`config.mk`:
```
export PLATFORM = sky130hd
export DESIGN_NAME = ifu_fetch_buf
export DESIGN_NICKNAME = d
export VERILOG_FILES = /design/src/rtl/ifu_fetch_buf.sv
export SDC_FILE = /design/constraint.sdc
export NUM_CORES = 1
export LEC_CHECK = 0
export CORE_AREA = 2 2 161 163
export DETAILED_ROUTE_END_ITERATION = 10
export DIE_AREA = 0 0 163 165
export PLACE_DENSITY = 0.86
export SYNTH_ARGS = -nofsm -noshare
export SYNTH_HDL_FRONTEND = slang
export SYNTH_SLANG_ARGS = --single-unit
export TNS_END_PERCENT = 30
```
`constraint.sdc`:
```
create_clock -name clk -period 18.65 [get_ports clk]
set_input_delay 2.7975 -clock clk [delete_from_list [all_inputs] [get_ports clk]]
set_output_delay 2.7975 -clock clk [all_outputs]
set_load 0.1 [all_outputs]
```
`src/rtl/ifu_fetch_buf.sv`:
```
`timescale 1ns/1ps
// ifu_fetch_buf
// Decoupled instruction-fetch unit. It issues fetch requests to instruction
// memory over a valid/ready channel and accepts in-order responses of any
// latency. It buffers up to DEPTH instructions, and hands them to decode in
// program order over a valid/ready handshake. A redirect flushes the buffer,
// discards responses still in flight, and restarts fetch at the new PC.
//
// Ports:
//   clk            clock, all state updates on the rising edge
//   rst_n          asynchronous reset, active-high (despite the name)
//   imem_req_*     fetch request channel (valid/ready, addr)
//   imem_rsp_*     response channel (valid, data, err); cannot be stalled
//   redirect_*     flush and restart fetch at redirect_pc
//   inst_*         instruction channel to decode (valid/ready, word, pc, err)
module ifu_fetch_buf #(
  parameter int                 ADDR_W   = 32,
  parameter int                 DATA_W   = 32,
  parameter int                 DEPTH    = 4,
  parameter logic [ADDR_W-1:0]  RESET_PC = 32'h8000_0000
) (
  input  logic              clk,
  input  logic              rst_n,
  output logic              imem_req_valid,
  input  logic              imem_req_ready,
  output logic [ADDR_W-1:0] imem_req_addr,
  input  logic              imem_rsp_valid,
  input  logic [DATA_W-1:0] imem_rsp_data,
  input  logic              imem_rsp_err,
  input  logic              redirect_valid,
  input  logic [ADDR_W-1:0] redirect_pc,
  output logic              inst_valid,
  input  logic              inst_ready,
  output logic [DATA_W-1:0] inst,
  output logic [ADDR_W-1:0] inst_pc,
  output logic              inst_err
);

  localparam int PW = $clog2(DEPTH);
  localparam int CW = PW + 1;

  localparam logic [0:0] ST_RUN  = 1'b0;
  localparam logic [0:0] ST_HALT = 1'b1;

  // Instruction storage (data only, never reset)
  logic [DATA_W-1:0] r_data [DEPTH];
  logic [ADDR_W-1:0] r_pc   [DEPTH];
  logic [DEPTH-1:0]  r_err;

  // Control state
  logic [PW-1:0]     r_wptr;
  logic [PW-1:0]     r_rptr;
  logic [CW-1:0]     r_count;
  logic [CW-1:0]     r_outstanding;
  logic [CW-1:0]     r_discard;
  logic [ADDR_W-1:0] r_fetch_pc;
  logic [ADDR_W-1:0] r_rsp_pc;
  logic [0:0]        r_state;

  logic              w_credit_ok;
  logic              w_req_valid;
  logic              w_req_fire;
  logic              w_inst_valid;
  logic              w_pop;
  logic              w_push;
  logic              w_misalign;
  logic [CW-1:0]     w_out_next;

  // Buffered entries plus requests in flight may never exceed DEPTH, so every
  // response that is kept always finds a free slot.
  assign w_credit_ok = ({1'b0, r_count} + {1'b0, r_outstanding}) < (CW+1)'(DEPTH);

  assign w_req_valid  = !rst_n && (r_state == ST_RUN) && !redirect_valid && w_credit_ok;
  assign w_req_fire   = w_req_valid && imem_req_ready;
  assign w_inst_valid = !rst_n && (r_count != '0) && !redirect_valid;
  assign w_pop        = w_inst_valid && inst_ready;

  // Responses are dropped while stale ones are being drained, and on a
  // redirect cycle (that response belongs to the old stream).
  assign w_push       = imem_rsp_valid && !redirect_valid && (r_discard == '0);
  assign w_misalign   = (redirect_pc[1:0] != 2'b00);

  // Requests in flight after this cycle; on a redirect this is also the number
  // of responses that must be thrown away.
  assign w_out_next   = r_outstanding + CW'(w_req_fire) - CW'(imem_rsp_valid);

  always_ff @(posedge clk or posedge rst_n) begin
    if (rst_n) begin
      r_wptr        <= '0;
      r_rptr        <= '0;
      r_count       <= '0;
      r_outstanding <= '0;
      r_discard     <= '0;
      r_fetch_pc    <= RESET_PC;
      r_rsp_pc      <= RESET_PC;
      r_state       <= ST_RUN;
    end else if (redirect_valid) begin
      // A misaligned target leaves a single faulting entry in slot 0.
      r_rptr        <= '0;
      r_wptr        <= w_misalign ? PW'(1) : '0;
      r_count       <= w_misalign ? CW'(1) : '0;
      r_outstanding <= w_out_next;
      r_discard     <= w_out_next;
      r_fetch_pc    <= redirect_pc;
      r_rsp_pc      <= redirect_pc;
      r_state       <= w_misalign ? ST_HALT : ST_RUN;
    end else begin
      r_outstanding <= w_out_next;
      r_count       <= r_count + CW'(w_push) - CW'(w_pop);
      if (imem_rsp_valid && (r_discard != '0)) begin
        r_discard <= r_discard - CW'(1);
      end else if (w_push && imem_rsp_err) begin
        // Everything fetched past a faulting instruction is stale.
        r_discard <= w_out_next;
      end
      if (w_push && imem_rsp_err) begin
        r_state <= ST_HALT;
      end
      if (w_req_fire) begin
        r_fetch_pc <= r_fetch_pc + ADDR_W'(4);
      end
      if (w_push) begin
        r_wptr   <= r_wptr + PW'(1);
        r_rsp_pc <= r_rsp_pc + ADDR_W'(4);
      end
      if (w_pop) begin
        r_rptr <= r_rptr + PW'(1);
      end
    end
  end

  always_ff @(posedge clk) begin
    if (redirect_valid) begin
      if (w_misalign) begin
        r_data[0] <= '0;
        r_pc[0]   <= redirect_pc;
        r_err[0]  <= 1'b1;
      end
    end else if (w_push) begin
      r_data[r_wptr] <= imem_rsp_data;
      r_pc[r_wptr]   <= r_rsp_pc;
      r_err[r_wptr]  <= imem_rsp_err;
    end
  end

  // Outputs are forced to zero for as long as reset is held.
  assign imem_req_valid = w_req_valid;
  assign imem_req_addr  = rst_n ? '0 : r_fetch_pc;
  assign inst_valid     = w_inst_valid;
  assign inst           = rst_n ? '0 : r_data[r_rptr];
  assign inst_pc        = rst_n ? '0 : r_pc[r_rptr];
  assign inst_err       = rst_n ? 1'b0 : r_err[r_rptr];

endmodule

```
==> run summary, run 1 <==
status -> complete, no violations
IO Count -> 170
crit-path max FO -> 92
vias in the first global route -> 9344
RSZ-0062 raised after global routing -> false
Die H -> 165 um
Least-Margin Pin Slew -> 1.06 ns
Syn Area/Cell -> 14.9 sq um
FF+latch count, synth -> 338
Netlist Area Pre-Place -> 0.0150 sq mm
crit path kind -> in2out
post-CTS sizing -> 0
HPWL after detailed placement -> 20500 um
# Post-CTS Setup Buffers -> 0
Slew headroom -> 28.7%
arrival time at the worst endpoint -> 6.22 ns
max-cap violations -> 0
fin crit share -> 48.3%
Max Clk Rate -> 111 MHz
Final min period -> 9.02 ns
EDFF count, synth -> 260
Syn-to-layout area delta -> 21.5%
Layout Nets -> 1263
post-synthesis sequential area ratio -> 64.9%
clk_lat worst skew -> 0.52 ns
top cell type by total area after synthesis -> edfxtp_1
first-pass GRT wire length -> 51400 um
top_reg_cell synth -> edfxtp_1
clock-pin slew on the worst setup and hold paths -> 0.06 ns
Finish-stage setup viols -> 0
RePlAce Congestion -> 0.855
element type at the critical path start -> primary input
peak supply drop -> 0.0874 mV
synth top area cells -> edfxtp_1, dfrtp_1, mux4_2
core area -> 0.0250 sq mm
TNS Setup -> 0 ns
Cells after Synth -> 1008
CTS tree -> built
Final ANT Viol Nets -> 0
Setup crit end kind -> primary output
Final Hold Vio Count -> 0
Cell Pwr Density -> 110 mW/mm^2
IO buf count -> 169
HP Class -> reg2reg
H-tree levels -> 2
Slew Viols, Final -> 0
ant diodes -> 0
gr ovfl total -> 0
via count -> 9217
share of layout cells above drive strength 1 -> 15.7%
CTS root buffer -> clkbuf_16
TritonCTS buffer count -> 35
Initial Util -> 60.1%
Unique masters post-synth -> 53
WHS -> 0.479 ns
Starting DRT DRC Count -> 727
Die Width -> 163 um
leakage -> 0.00640 uW
initial antenna violation count -> 1
Total Routing Usage GR -> 25.1%
vias per cell -> 6.01
DRT Pass-1 Iters -> 5
CP required -> 15.85 ns
clk_skew -> 0.0156 ns
syn_nets -> 1095
die area -> 0.0269 sq mm
# rows -> 58
number of hold buffers added after CTS -> 0
DR WL/cell -> 21.3 um
Ys Warns -> 0
final WL -> 32600 um
FFs w/ async S/R, synth -> 23.1%
post-synth top area share -> 51.9%
largest net degree at the start of global routing -> 96
CTS max path bufs -> 3
CTS Sinks -> 338
DRC -> 0
[worst paths after layout]
path	cells past startpoint	startpoint	endpoint	slack, ns
max	6	rst_n	inst_pc[20]	9.63
min	1	r_discard[0]	r_discard[0]	0.48
max reg2reg	12	r_count[1]	r_discard[1]	14.57
min reg2reg	1	r_discard[0]	r_discard[0]	0.48
max in group asynchronous	4	rst_n	r_rsp_pc[19]	14.40
min in group asynchronous	3	rst_n	r_rptr[1]	3.09
[report_power, final]
group,total [uW],switching [uW],internal (uW)
clock network,721,281,440
registers,905,40.6,864
logic,393,259,134
[sequential cells by signal (all words and copies together) (netlist names)]
| name | cells |
|---|---|
| r_err | 4 |
| r_fetch_pc | 32 |
| r_discard | 3 |
| r_count | 3 |
| r_wptr | 2 |
| r_rsp_pc | 32 |
| r_state | 1 |
| r_rptr | 2 |
| r_outstanding | 3 |
| r_data | 128 |
| r_pc | 128 |
[cell type report]
cell class | count | area [sq um]
inverters | 22 | 85.1
multi-input cells | 597 | 5030
clock buffers | 51 | 1030
well taps | 330 | 413
fillers | 1575 | 6750
clock inverters | 13 | 180
repair buffers | 182 | 1780
flip-flops and latches | 338 | 9770
[metal layers]
metal | track usage [%] | vias to the layer above | wire [um]
met2 | 41.4 | 358 | 16000
met3 | 4.60 | 53 | 2250
met1 | 34.9 | 4642 | 13600
li1 | - | 4162 | -
met4 | 7.40 | 2 | 727
met5 | 0 | - | 12
[cells in the mapped netlist (12+ instances only)]
library cell and count:
ha_1 14, clkbuf_1 35, dfrtp_1 76, edfxtp_1 260
mux4_2 65, nor2b_1 38, mux2_2 36, nand4_1 19
inv_1 22, o211ai_1 13, nor2_1 32, nor3_1 14
xnor2_1 23, xor2_1 12, o21ai_0 48, and2_1 101
nand2_1 58, nand3_1 28
[critical path: stages]
cell and delay (ns):
clkdlybuf4s50_1 0.40, buf_4 0.25, inv_4 0.70, buf_4 0.65, and2_1 0.22, clkdlybuf4s50_1 1.14
[kinds of logic after synthesis]
kind of cell | Yosys count | synth area share [%]
AOI/OAI and AO/OA | 101 | 4.21
DFF | 338 | 64.9
and+or+nand+nor | 342 | 13.0
adders and majority gates | 16 | 1.43
buffers and inverters | 73 | 1.89
muxes | 103 | 12.6
xor gates and xnor gates | 35 | 2.04
[through the flow]
stage          instance area [sq um]  cells  util [%]  total power (uW)  setup slack [ns]
2_1_floorplan                  15000   1008         -              1210              8.24
3_3_place_gp                   17100   1469      68.2              1300              9.66
3_5_place_dp                   17100   1469      68.2              1310              9.55
4_1_cts                        18300   1533      73.0              2030              9.54
5_1_grt                        18300   1533      73.0              2090              9.31
6_report                       18300   1533      73.0              2020              9.63
[layout by cell type (no fill, tap or decap), types with 5 or more instances in the layout]
cell	count
clkinv_2	7
o21ai_0	48
clkbuf_8	7
o211ai_1	13
xnor2_1	23
a31oi_1	5
nand3b_1	7
a21oi_1	10
nor2_1	32
xor2_1	12
and3_1	10
clkbuf_1	8
nand3_1	28
edfxtp_1	260
and2_1	101
mux4_2	65
nor2b_1	38
ha_1	14
o311ai_0	9
nand2_1	58
buf_4	13
mux2_2	36
nor3_1	11
and4_1	6
clkbuf_16	36
inv_1	21
clkdlybuf4s50_1	168
nand2b_1	6
dfrtp_1	74
nand4_1	19
Note: power is estimated with default switching activity, not from simulation.
==> inputs of run 2 (changes only) <==
--- a/config.mk
+++ b/config.mk
@@ -5,10 +5,10 @@
 export SDC_FILE = /design/constraint.sdc
 export NUM_CORES = 1
 export LEC_CHECK = 0
-export CORE_AREA = 2 2 161 163
+export CORE_AREA = 2 2 175 177
 export DETAILED_ROUTE_END_ITERATION = 10
-export DIE_AREA = 0 0 163 165
-export PLACE_DENSITY = 0.86
+export DIE_AREA = 0 0 177 179
+export PLACE_DENSITY = 0.78
 export SYNTH_ARGS = -nofsm -noshare
 export SYNTH_HDL_FRONTEND = slang
 export SYNTH_SLANG_ARGS = --single-unit
==> constraint.sdc (replaced) <==
create_clock -name clk -period 7.95 [get_ports clk]
set_input_delay 1.1925 -clock clk [delete_from_list [all_inputs] [get_ports clk]]
set_output_delay 1.1925 -clock clk [all_outputs]
set_load 0.1 [all_outputs]
==> run 2 against run 1 <==
- combinational power increased by 130%
- wire length increased by 1.8%
- critical path depth unchanged
- non-clock buffer count increased by 3
- utilization decreased by 12 points
- critical path type unchanged
- largest cell class unchanged
- sequential share of layout area decreased by 0.35 points
- power increased by 130%
==> run summary, run 2 (same netlist as run 1, synthesis figures left out) <==
status -> complete, no violations
vias in the first global route -> 9230
CTS root buffer -> clkbuf_16
clk_skew -> 0.0133 ns
max-cap violations -> 0
gr ovfl total -> 0
Setup crit end kind -> primary output
Syn-to-layout area delta -> 22.3%
largest net degree at the start of global routing -> 79
Final ANT Viol Nets -> 0
Finish-stage setup viols -> 0
Cell Pwr Density -> 257 mW/mm^2
fin crit share -> 67.6%
Hold Crit Depth -> 1
element type at the critical path start -> primary input
CP required -> 6.76 ns
most common cell after layout, fill and taps aside -> edfxtp_1
WHS -> 0.477 ns
crit-path max FO -> 78
number of hold buffers added after CTS -> 0
Die H -> 179 um
# Post-CTS Setup Buffers -> 0
H-tree levels -> 2
Largest regs -> r_data (128), r_pc (128)
Max Clk Rate -> 186 MHz
Total Routing Usage GR -> 21.2%
TNS Setup -> 0 ns
Final Hold Vio Count -> 0
# rows -> 64
RePlAce Congestion -> 0.840
vias per cell -> 5.72
crit path kind -> in2out
peak supply drop -> 0.181 mV
Place WS -> 2.51 ns
IO buf count -> 169
via count -> 9172
CTS Sinks -> 338
Initial Util -> 50.1%
DRT Pass-1 Iters -> 5
DRC -> 0
HP Class -> reg2reg
first-pass GRT wire length -> 51500 um
Slew headroom -> 28.2%
Core Util, Final -> 61.3%
final WL -> 33200 um
Final WS setup -> 2.58 ns
leakage -> 0.00642 uW
CTS tree -> built
Final min period -> 5.37 ns
R2R depth -> 12
CTS max path bufs -> 3
Layout Nets -> 1267
Starting DRT DRC Count -> 886
fillers -> 2264
share of layout cells above drive strength 1 -> 15.7%
clk_lat worst skew -> 0.52 ns
RSZ-0062 raised after global routing -> false
Least-Margin Pin Slew -> 1.07 ns
Die Width -> 177 um
Slew Viols, Final -> 0
die area -> 0.0317 sq mm
initial antenna violation count -> 3
HPWL after detailed placement -> 20900 um
clock-pin slew on the worst setup and hold paths -> 0.06 ns
post-CTS sizing -> 0
TritonCTS buffer count -> 36
DR WL/cell -> 20.7 um
most frequent cells in the layout -> edfxtp_1, clkdlybuf4s50_1, and2_1
arrival time at the worst endpoint -> 4.18 ns
IO Count -> 170
core area -> 0.0300 sq mm
-- run 2: metal layers --
layer | wire [um] | global-route usage (%)
met5 | 0 | 0
met4 | 931 | 6.51
met3 | 1930 | 3.44
met2 | 15800 | 34.3
met1 | 14500 | 29.9
-- run 2: cell type report --
type,count,area [sq um],share of cell area (%)
Antenna cell,1,2.50,0.0136
Clock buffer,53,1090,5.93
Clock inverter,12,119,0.646
Inverter,22,85.1,0.462
Multi-Input combinational cell,597,5040,27.4
Sequential cell,338,9770,53.1
Tap cell,396,495,2.69
Timing Repair Buffer,185,1810,9.81
-- run 2: final timing paths --
path / from / end / slack [ns]
worst max-delay path: rst_n / inst_pc[26] / 2.58
worst min-delay path: r_discard[0] / r_discard[0] / 0.48
worst max register to register: r_count[1] / r_discard[2] / 4.02
worst min register to register: r_discard[0] / r_discard[0] / 0.48
max in group asynchronous: rst_n / r_rsp_pc[6] / 5.61
min in group asynchronous: rst_n / r_discard[1] / 1.42
-- run 2: stage by stage --
stage	area (sq um)	total power, uW	instances
floorplan	15100	2830	1008
global placement	17200	3060	1538
detailed placement	17200	3080	1538
CTS	18400	4770	1603
global route	18400	4910	1604
finish	18400	4730	1604
-- run 2: power breakdown --
part / internal, uW / leakage, uW / switching, uW
clock network: 1020 / 0.000596 / 665
logic: 316 / 0.00241 / 606
registers: 2030 / 0.00341 / 96.5
-- run 2: worst max-delay path, stage by stage --
cell and delay (ns):
clkdlybuf4s50_1 0.39, buf_4 0.25, inv_4 0.62, buf_4 0.39, and2_1 0.18, clkdlybuf4s50_1 1.13
